===== src/rtl/irq_req_gen_if.sv =====
// ============================================================================
// irq_req_gen_if : event inputs and request/acknowledge signals of irq_req_gen
// Rev 1.0
// ============================================================================
`default_nettype none

interface irq_req_gen_if #(
  parameter int NUM_SRC = 8,
  parameter int ID_W    = 3
);
  logic [NUM_SRC-1:0] evt_pulse;
  logic [NUM_SRC-1:0] irq_en;
  logic               irq_ack;
  logic [NUM_SRC-1:0] ovf_clr;
  logic               irq_req;
  logic [ID_W-1:0]    irq_id;
  logic [NUM_SRC-1:0] pending;
  logic [NUM_SRC-1:0] overflow;

  // The generator drives the request; the consumer answers with irq_ack.
  modport master (
    input  evt_pulse, irq_en, irq_ack, ovf_clr,
    output irq_req, irq_id, pending, overflow
  );

  modport slave (
    output evt_pulse, irq_en, irq_ack, ovf_clr,
    input  irq_req, irq_id, pending, overflow
  );
endinterface

`default_nettype wire


===== src/rtl/irq_req_gen.sv =====
// ============================================================================
// irq_req_gen : pending/overflow capture, fixed-priority arbitration, level req
// Rev 1.0
// ============================================================================
`default_nettype none

module irq_req_gen #(
  parameter int NUM_SRC = 8,
  parameter int ID_W    = 3,
  parameter int MIN_GAP = 2
) (
  input  wire logic       clk,
  input  wire logic       rst,
  irq_req_gen_if.master   bus
);

  localparam int              GAP_W    = $clog2(MIN_GAP + 1);
  localparam logic [GAP_W-1:0] GAP_LOAD = GAP_W'(MIN_GAP - 1);

  typedef enum logic [1:0] {
    ST_IDLE = 2'd0,
    ST_REQ  = 2'd1,
    ST_GAP  = 2'd2
  } state_t;

  state_t             r_state;
  logic               r_req;
  logic [ID_W-1:0]    r_id;
  logic [GAP_W-1:0]   r_gap_cnt;
  logic [NUM_SRC-1:0] r_pending;
  logic [NUM_SRC-1:0] r_overflow;

  logic [NUM_SRC-1:0] w_ack_hit;
  logic [NUM_SRC-1:0] w_elig;
  logic [ID_W-1:0]    w_sel_id;

  assign w_elig = r_pending & bus.irq_en;

  // One-hot of the source whose request is being acknowledged this cycle.
  always_comb begin
    w_ack_hit = '0;
    for (int i = 0; i < NUM_SRC; i++) begin
      w_ack_hit[i] = (r_state == ST_REQ) && bus.irq_ack && (r_id == ID_W'(i));
    end
  end

  // Scan high to low so the lowest eligible index is the final assignment.
  always_comb begin
    w_sel_id = '0;
    for (int i = NUM_SRC - 1; i >= 0; i--) begin
      if (w_elig[i]) begin
        w_sel_id = ID_W'(i);
      end
    end
  end

  always_ff @(posedge clk or posedge rst) begin
    if (rst) begin
      r_pending  <= '0;
      r_overflow <= '0;
    end else begin
      r_pending  <= bus.evt_pulse | (r_pending & ~w_ack_hit);
      r_overflow <= (bus.evt_pulse & r_pending & ~w_ack_hit) |
                    (r_overflow & ~bus.ovf_clr);
    end
  end

  always_ff @(posedge clk or posedge rst) begin
    if (rst) begin
      r_state   <= ST_IDLE;
      r_req     <= 1'b0;
      r_id      <= '0;
      r_gap_cnt <= '0;
    end else begin
      case (r_state)
        ST_IDLE: begin
          if (|w_elig) begin
            r_id    <= w_sel_id;
            r_req   <= 1'b1;
            r_state <= ST_REQ;
          end
        end
        ST_REQ: begin
          if (bus.irq_ack) begin
            r_req     <= 1'b0;
            r_gap_cnt <= GAP_LOAD;
            r_state   <= ST_GAP;
          end
        end
        ST_GAP: begin
          if (r_gap_cnt == '0) begin
            r_state <= ST_IDLE;
          end else begin
            r_gap_cnt <= r_gap_cnt - 1'b1;
          end
        end
        default: begin
          r_req   <= 1'b0;
          r_state <= ST_IDLE;
        end
      endcase
    end
  end

  assign bus.irq_req  = r_req;
  assign bus.irq_id   = r_id;
  assign bus.pending  = r_pending;
  assign bus.overflow = r_overflow;

endmodule

`default_nettype wire


===== src/flat_wrapper.sv =====
// flat-port wrapper written by rule: the top's interface ports become plain ports
module irq_req_gen_flat 
#(
  parameter int NUM_SRC = 8,
  parameter int ID_W    = 3,
  parameter int MIN_GAP = 2
)
  (clk, rst, bus_evt_pulse, bus_irq_en, bus_irq_ack, bus_ovf_clr, bus_irq_req, bus_irq_id, bus_pending, bus_overflow);
  irq_req_gen_if #(.NUM_SRC(NUM_SRC), .ID_W(ID_W)) bus_i ();
  input  wire logic clk;
  input  wire logic rst;
  input wire logic [$bits(bus_i.evt_pulse)-1:0] bus_evt_pulse;
  input wire logic [$bits(bus_i.irq_en)-1:0] bus_irq_en;
  input wire logic [$bits(bus_i.irq_ack)-1:0] bus_irq_ack;
  input wire logic [$bits(bus_i.ovf_clr)-1:0] bus_ovf_clr;
  output wire logic [$bits(bus_i.irq_req)-1:0] bus_irq_req;
  output wire logic [$bits(bus_i.irq_id)-1:0] bus_irq_id;
  output wire logic [$bits(bus_i.pending)-1:0] bus_pending;
  output wire logic [$bits(bus_i.overflow)-1:0] bus_overflow;
  assign bus_i.evt_pulse = bus_evt_pulse;
  assign bus_i.irq_en = bus_irq_en;
  assign bus_i.irq_ack = bus_irq_ack;
  assign bus_i.ovf_clr = bus_ovf_clr;
  assign bus_irq_req = bus_i.irq_req;
  assign bus_irq_id = bus_i.irq_id;
  assign bus_pending = bus_i.pending;
  assign bus_overflow = bus_i.overflow;
  irq_req_gen #(.NUM_SRC(NUM_SRC), .ID_W(ID_W), .MIN_GAP(MIN_GAP)) u_core (.clk(clk), .rst(rst), .bus(bus_i));
endmodule

===== config.mk =====
export PLATFORM = sky130hd
export DESIGN_NAME = irq_req_gen_flat
export DESIGN_NICKNAME = d
export VERILOG_FILES = /design/src/rtl/irq_req_gen_if.sv /design/src/rtl/irq_req_gen.sv /design/src/flat_wrapper.sv
export SDC_FILE = /design/constraint.sdc
export NUM_CORES = 1
export LEC_CHECK = 0
export BUFFER_PORTS_ARGS = -buffer_cell sky130_fd_sc_hd__buf_2
export CORE_UTILIZATION = 46
export DETAILED_ROUTE_END_ITERATION = 10
export PLACE_DENSITY = 0.78
export SYNTH_ARGS = -nofsm -noshare
export SYNTH_HDL_FRONTEND = slang
export SYNTH_SLANG_ARGS = --single-unit

===== constraint.sdc =====
create_clock -name clk -period 1.39 [get_ports clk]
set_input_delay 0.0695 -clock clk [delete_from_list [all_inputs] [get_ports clk]]
set_output_delay 0.0695 -clock clk [all_outputs]
set_load 0.02 [all_outputs]

==> impl_metrics.json, run 1 <==
{
  "min_path_cells": 4,
  "crit_type": "reg -> reg",
  "drt-total-wl_um": 2641,
  "p_sw_frac": 0.3949,
  "crit_path_end_kind": "flop",
  "min_period_ps": 1376,
  "area_growth_pct": 48.23,
  "netlist_instances": 116,
  "post-synth-top-count-cell": "dfrtp_1",
  "power_frac_clock": 0.152,
  "syn_area_um2": 1097,
  "drtAntennaViolNets": 0,
  "dieArea_um2": 2585,
  "final.setup_skew_ps": 1.973,
  "combPwrFrac": 0.394,
  "ys_seq_elements": 24,
  "rows": 17,
  "ys_warn_count": 0,
  "fin_crit_sh": 0.9899,
  "htree_levels": 1,
  "grt_max_degree": 25,
  "max_freq_mhz": 726.8,
  "clkSinkCount": 24,
  "dp_hpwl_um": 1932,
  "reg2reg_from": "u_core.r_gap_cnt[0]",
  "grt_pass1_wl_um": 4174,
  "maxSlewHeadroom": 0.8013,
  "clockBufferDepth": 2,
  "initial_core_util": 0.4913,
  "die-width_um": 50.84,
  "leakagePower_nw": 0.7944,
  "cts_tree": "built",
  "drive_gt1_frac": 0.3476,
  "synth-edff-count": 0,
  "holdWs_ps": 68.36,
  "p_per_area_nw_per_um2": 1450,
  "worstPathMaxFanout": 4,
  "setup_viol": 0,
  "arrival_ps": 1620,
  "tightest_slew_ps": 298.0,
  "min_path_type": "in -> reg",
  "internal_power_w": 0.001428,
  "p_sw_w": 0.0009317,
  "clock_latency_ps": 310,
  "yosysTopAreaCellShare": 0.5473,
  "hold_start": "bus_irq_en[0]",
  "overflow": 0,
  "synth_area_leaders": "dfrtp_1 55%, inv_1 7.2%, nand2_1 6.8%",
  "async_reset_ff_frac": 1.000,
  "drt_iter0_markers": 27,
  "ir_drop_mv": 0.9833,
  "cts_root_buf": "clkbuf_4",
  "grt_use_total": 0.2232,
  "cp.required_ps": 1630,
  "viasPerCell": 5.074,
  "synth_nets": 144,
  "gp_congestion": 0.8111,
  "grt_pass1_vias": 1070,
  "ios": 47,
  "fillers": 170,
  "firstDrtPassIters": 4,
  "slew_violations": 0,
  "portBuffers": 46,
  "clk_pin_slew_worst_paths_ps": 120,
  "start_kind": "flop",
  "ff2ff_path_depth": 4,
  "rsz0062_at_grt": "yes",
  "avgSynthCellArea_um2": 9.459,
  "final_nets": 216,
  "seqPwrFrac": 0.454,
  "startpoint": "u_core.r_gap_cnt[0]",
  "synth_largest_area_cell": "dfrtp_1",
  "synth_ff_type": "dfrtp_1",
  "post_drt_wl_per_cell_um": 12.28,
  "synthTopCellsByCount": "24 x dfrtp_1, 21 x inv_1, 20 x nand2_1",
  "fin_util": 0.7283,
  "hold_viol_final": 0,
  "postCtsSetupRepairBufs": 0,
  "coreArea_um2": 2233,
  "cap_violations": 0,
  "die-height_um": 50.84,
  "antenna_found_initial": 0,
  "yosys.cell_types.count": 26,
  "status": "completed",
  "drc": 0,
  "seq_area_frac_synth": 0.5473,
  "vias": 1091,
  "antenna_cells": 0,
  "cts_inserted_buffers": 3
}
## power groups by stage
| stage | combinational, W | sequential (W) | clock, W |
|---|---|---|---|
| 2_1_floorplan | 0.000452 | 0.00116 | 0 |
| 3_3_place_gp | 0.000831 | 0.00106 | 0 |
| 3_5_place_dp | 0.000862 | 0.00107 | 0 |
| 4_1_cts | 0.000902 | 0.00105 | 0.000366 |
| 5_1_grt | 0.00102 | 0.00110 | 0.000406 |
| 6_report | 0.000929 | 0.00107 | 0.000358 |
## metal layers
metal	global-route usage	share of wire	wire length, µm	vias to the layer above
met5	0	0	0	-
met2	0.4356	0.52	1382	35
met4	0.09722	0.012	32	0
li1	-	-	-	539
met3	0.02679	0.042	112	4
met1	0.2369	0.42	1113	513
## repair_timing
action	4_1_cts	5_1_grt
hold buffers	17	0
endpoints found under the setup margin	0	12
endpoints found under the hold margin	40	0
resized for setup	0	11
## layout make-up
type	count	area, µm²	share of cell area
Tap cell	28	35.03	0.02154
Multi-Input combinational cell	70	436.7	0.2685
Clock buffer	4	36.28	0.02231
Timing Repair Buffer	68	437.9	0.2692
Inverter	21	78.83	0.04846
Sequential cell	24	601.8	0.3700
## registers in the layout, indices dropped and copies added (netlist names)
signal	count
u_core.bus.overflow	8
u_core.bus.irq_req	1
u_core.r_state	2
u_core.bus.pending	8
u_core.bus.irq_id	3
u_core.r_gap_cnt	2
## worst max-delay path, stage by stage, from the launching register on
cell	delay (ps)
dfrtp_1	410
inv_1	60
ha_1	290
or4b_1	460
o21ai_1	90
## kinds of logic (layout without fill, tap and decap cells)
group | after synthesis | in the layout | share of synthesized area
AO/OA/AOI/OAI | 37 | 37 | 0.2269
adder cells (fa/ha/maj) | 1 | 1 | 0.01140
buffers and inverters | 22 | 93 | 0.07868
flip-flops | 24 | 24 | 0.5473
AND/OR/NAND/NOR | 32 | 32 | 0.1357
## through the flow
step                setup WS (ps)  setup TNS [ps]  power (W)  instance area (µm²)  instances
floorplan                   120.0               0   0.001611                 1097        116
global placement            64.90               0   0.001887                 1393        194
detailed placement          34.97               0   0.001931                 1393        194
CTS                         6.535               0   0.002323                 1599        215
global route               -54.32          -54.32   0.002523                 1627        215
finish                      14.03               0   0.002359                 1627        215
## cells in the final DEF (no fill, tap or decap), drive strengths merged
cell and instances:
or4b 1, clkbuf 4, nand2 20, o21a 1
a21oi 5, nand4 1, or2 1, nand3b 1
nor2 2, a32o 2, o31ai 2, ha 1
nand3 2, nor2b 1, buf 51, nor3 1
inv 21, o21ai 11, nand2b 2, o22ai 9
a22oi 4, dlygate4sd3 17, a21o 2, a31oi 1
dfrtp 24
## path summary, 6_finish.rpt
check | end | slack (ps)
worst max register to register | u_core.r_gap_cnt[1] | 10
worst min-delay path | u_core.bus.irq_id[2] | 70
max in group asynchronous | u_core.r_state[1] | 820
worst max-delay path | u_core.r_gap_cnt[1] | 10
worst min register to register | u_core.bus.irq_req | 530
min in group asynchronous | u_core.bus.overflow[1] | 320
No activity file was read; power rests on OpenSTA's default activity.
==> run 2: changes to the inputs <==
- PLACE_DENSITY: 0.78 -> 0.83
==> run 2 against run 1 <==
Fmax rose by 2.6%; global-route usage rose by 1.9 points; critical path type unchanged; total power rose by 5.5%; non-clock buffer count did not move; critical path depth did not move.
==> impl_metrics.json, run 2 (same netlist as run 1, synthesis figures left out) <==
{
  "drive_gt1_frac": 0.3422,
  "tightest_slew_ps": 315.4,
  "grt_max_degree": 25,
  "tns_ps": 0,
  "final_nets": 216,
  "wl_met2_um": 1449,
  "layout_commonest_cell": "buf_2",
  "ff2ff_path_depth": 4,
  "slew_violations": 0,
  "final_cell_mix": "46 x buf_2, 22 x dfrtp_1, 21 x inv_1",
  "cp.depth": 4,
  "gp_congestion": 0.7704,
  "crit_path_end_kind": "flop",
  "p_per_area_nw_per_um2": 1524,
  "die-height_um": 50.84,
  "initial_core_util": 0.4913,
  "fillers": 170,
  "overflow": 0,
  "cap_violations": 0,
  "coreArea_um2": 2233,
  "place_ws_ps": 37.12,
  "status": "completed",
  "fin_crit_sh": 0.9648,
  "post_drt_wl_per_cell_um": 12.91,
  "setup_viol": 0,
  "die-width_um": 50.84,
  "maxUsedRoutingLayer": "met3",
  "critPathSlowestCell": "or4b_1",
  "htree_levels": 1,
  "start_kind": "flop",
  "met1_length_um": 1161,
  "min_path_cells": 3,
  "final.setup_skew_ps": 3.786,
  "drt_iter0_markers": 24,
  "dieArea_um2": 2585,
  "rows": 17,
  "cts_inserted_buffers": 3,
  "antenna_found_initial": 0,
  "rsz0062_at_grt": "yes",
  "maxSlewHeadroom": 0.7897,
  "viasPerCell": 5.149,
  "worstPathMaxFanout": 4,
  "clkSinkCount": 24,
  "critical_path_buf_inv_count": 1,
  "ir_drop_mv": 1.143,
  "crit_family": "simple AND/OR/NAND/NOR gates",
  "area_growth_pct": 48.92,
  "min_period_ps": 1341,
  "portBuffers": 46,
  "crit_path_max_incr_delay_ps": 460,
  "path_cells": "inv_1, ha_1, or4b_1, o21ai_1",
  "clock_latency_ps": 310,
  "antenna_cells": 0,
  "dp_hpwl_um": 2080,
  "drt-total-wl_um": 2776,
  "clockBufferDepth": 2,
  "met3_length_um": 165,
  "cp.required_ps": 1640,
  "ios": 47,
  "firstDrtPassIters": 4,
  "max_freq_mhz": 745.6,
  "hold_viol_final": 0,
  "min_path_type": "in -> reg",
  "cts_tree": "built",
  "leakagePower_nw": 0.7976,
  "grt_pass1_wl_um": 4519,
  "postCtsSetupRepairBufs": 0,
  "grt_pass1_vias": 1105,
  "arrival_ps": 1590,
  "drtAntennaViolNets": 0,
  "multi_input_area_um2": 426.7,
  "grt_use_total": 0.2424,
  "layout_setup_ws_ps": 48.87,
  "cts_root_buf": "clkbuf_4",
  "clk_pin_slew_worst_paths_ps": 130,
  "drc": 0,
  "seqCellArea_um2": 603.1,
  "vias": 1107,
  "crit_type": "reg -> reg",
  "holdWs_ps": 87.25
}
-- run 2: timing repair --
action	CTS	global route
gates resized for setup	0	10
endpoints found under the hold margin	40	0
hold buffers	17	0
endpoints found under the setup margin	0	10
-- run 2: cell type report --
type | count | share of cell area
flip-flops and latches | 24 | 0.3691
repair buffers | 68 | 0.2680
inverters | 21 | 0.04824
clock buffers | 3 | 0.01378
well taps | 28 | 0.02144
clock inverters | 1 | 0.01838
multi-input cells | 70 | 0.2611
-- run 2: worst reg2reg max path, delay by kind of cell, from the launching register on --
| family | cells | cell delay, ps |
|---|---|---|
| flops | 1 | 410 |
| compound gates | 1 | 90 |
| buf+inv | 1 | 60 |
| fa+ha+maj | 1 | 250 |
| simple gates | 1 | 460 |
-- run 2: worst paths after layout --
kind,slack (ps),start,to
worst max-delay path,50,u_core.r_gap_cnt[0],u_core.r_gap_cnt[1]
worst max register to register,50,u_core.r_gap_cnt[0],u_core.r_gap_cnt[1]
worst min-delay path,90,bus_irq_ack,u_core.r_state[0]
worst min register to register,510,u_core.bus.irq_req,u_core.bus.irq_req
max in group asynchronous,830,rst,u_core.r_state[1]
min in group asynchronous,320,rst,u_core.bus.irq_id[1]
-- run 2: routing by layer --
layer	GRT usage	vias up
li1	-	540
met2	0.4267	43
met5	0	-
met4	0.1250	0
met1	0.2877	524
met3	0.03274	0
-- run 2: power breakdown --
group          switching [W]  internal [W]
Sequential          0.000209      0.000870
Clock               0.000206      0.000291
Combinational       0.000518      0.000395
-- run 2: stage by stage --
stage / area, µm² / util / total power, W / instances
2_1_floorplan: 1097 / - / 0.001611 / 116
3_3_place_gp: 1393 / 0.6235 / 0.001885 / 194
3_5_place_dp: 1393 / 0.6235 / 0.001927 / 194
4_1_cts: 1615 / 0.7232 / 0.002461 / 215
5_1_grt: 1634 / 0.7317 / 0.002661 / 215
6_report: 1634 / 0.7317 / 0.002490 / 215
==> run 3: changes to the inputs <==
- CORE_UTILIZATION: 46 -> 29
- PLACE_DENSITY: 0.83 -> 0.58
- SKIP_LAST_GASP: not set -> 1
==> run 3 against run 2 <==
Sequential share of layout area down 1.5 points; critical path depth unchanged; flip-flop and latch count unchanged; fmax shrank 0.44%; sequential power hardly changed; first-iteration DRC count increased by 42%; hold slack better by 27 ps; utilization decreased by 24 points; worst setup slack lost 5.9 ps.
==> impl_metrics.json, run 3 (same netlist as run 1, synthesis figures left out) <==
{
  "arrival_ps": 1540,
  "die-height_um": 63.51,
  "min_period_ps": 1347,
  "viasPerCell": 4.621,
  "antenna_found_initial": 0,
  "drive_gt1_frac": 0.3651,
  "htree_levels": 1,
  "holdWs_ps": 114.0,
  "crit_path_max_incr_delay_ps": 490,
  "fin_util": 0.4913,
  "postCtsSetupRepairBufs": 0,
  "antenna_cells": 0,
  "area_growth_pct": 55.30,
  "cap_violations": 0,
  "initial_core_util": 0.3164,
  "drt-total-wl_um": 2869,
  "place_ws_ps": 32.79,
  "setup_viol": 0,
  "clk_pin_slew_worst_paths_ps": 90,
  "tightest_slew_ps": 322.2,
  "max_freq_mhz": 742.4,
  "coreArea_um2": 3468,
  "hold_viol_final": 0,
  "ios": 47,
  "clockBufferDepth": 2,
  "final_nets": 218,
  "drtAntennaViolNets": 0,
  "drt_iter0_markers": 34,
  "status": "completed",
  "fin_cells": 235,
  "portBuffers": 46,
  "grt_pass1_vias": 1033,
  "ir_drop_mv": 0.9477,
  "dp.cells": 214,
  "cts_tree": "built",
  "grt_use_total": 0.1478,
  "dieArea_um2": 4034,
  "maxSlewHeadroom": 0.7830,
  "gp_congestion": 0.8354,
  "grt_pass1_wl_um": 4616,
  "start_kind": "flop",
  "cp.required_ps": 1580,
  "total_power_w": 0.002648,
  "final.setup_skew_ps": 4.941,
  "multi_input_area_um2": 440.4,
  "clkSinkCount": 24,
  "crit_path_end_kind": "flop",
  "vias": 1086,
  "min_path_type": "in -> reg",
  "post_drt_wl_per_cell_um": 12.21,
  "die-width_um": 63.51,
  "layout_commonest_cell": "buf_2",
  "dp_hpwl_um": 2106,
  "overflow": 0,
  "cts_root_buf": "clkbuf_8",
  "final_cell_mix": "46 x buf_2, 22 x dfrtp_1, 20 x nand2_1",
  "path_cells": "inv_2, ha_4, or4b_1, o21ai_1",
  "crit_type": "reg -> reg",
  "drc": 0,
  "rsz0062_at_grt": "yes",
  "layout_setup_ws_ps": 42.94,
  "critPathSlowestCell": "or4b_1",
  "worstPathMaxFanout": 4,
  "leakagePower_nw": 0.8143,
  "grt_max_degree": 25,
  "firstDrtPassIters": 4,
  "seqCellArea_um2": 603.1,
  "cts_inserted_buffers": 3,
  "clock_latency_ps": 270,
  "fin_crit_sh": 0.9691,
  "rows": 21,
  "slew_violations": 0,
  "fillers": 359,
  "p_per_area_nw_per_um2": 1554
}
==> run 3: cell types whose count changed in the layout (fill, tap and decap cells not counted), moves of 2 or more <==
cell      change
inv_2         +2
buf_4         +2
inv_1         -2
o21ai_1       -2
clkbuf_4      -3
clkbuf_8      +3
==> run 3: metal layers <==
layer	vias up	track usage	wire length, µm
met5	-	0	0
met4	0	0.03409	17
li1	542	-	-
met1	504	0.1878	1269
met3	2	0.03986	170
met2	38	0.2473	1411
==> run 3: final timing paths <==
check,startpoint,to,slack (ps),cells past startpoint
min,bus_irq_en[0],u_core.bus.irq_id[2],110,4
max reg2reg,u_core.r_gap_cnt[0],u_core.r_gap_cnt[1],40,4
min in group asynchronous,rst,u_core.bus.pending[5],370,4
max in group asynchronous,rst,u_core.r_state[1],770,4
max,u_core.r_gap_cnt[0],u_core.r_gap_cnt[1],40,4
min reg2reg,u_core.bus.irq_req,u_core.bus.irq_req,490,1
==> run 3: cell type report <==
cell class | count | area share
repair buffers | 70 | 0.2658
inverters | 21 | 0.04626
multi-input cells | 70 | 0.2584
clock inverters | 1 | 0.01762
well taps | 46 | 0.03377
flip-flops and latches | 24 | 0.3539
clock buffers | 3 | 0.02423
==> run 3: where the power goes <==
part	switching [W]	total, W	internal (W)
clock network	0.000227	0.000612	0.000385
registers	0.000196	0.00107	0.000871
logic	0.000544	0.000968	0.000425
total	0.000967	0.00265	0.00168
==> run 3: per-stage QoR <==
stage	instance area [µm²]	setup TNS (ps)
2_1_floorplan	1097	0
3_3_place_gp	1430	0
6_report	1704	0
3_5_place_dp	1430	0
5_1_grt	1704	-62.35
4_1_cts	1672	0
==> run 3: critical path, delay by kind of cell (launching register included) <==
family	cells	cell delay, ps
AND/OR/NAND/NOR	1	490
flip-flops	1	420
adder cells (fa/ha/maj)	1	190
AO/OA/AOI/OAI	1	90
buffers and inverters	1	80
==> run 3: timing repair <==
item | CTS | global route
resized for setup | 0 | 12
setup endpoints to repair | 0 | 13
hold buffers | 17 | 0
endpoints found under the hold margin | 40 | 0
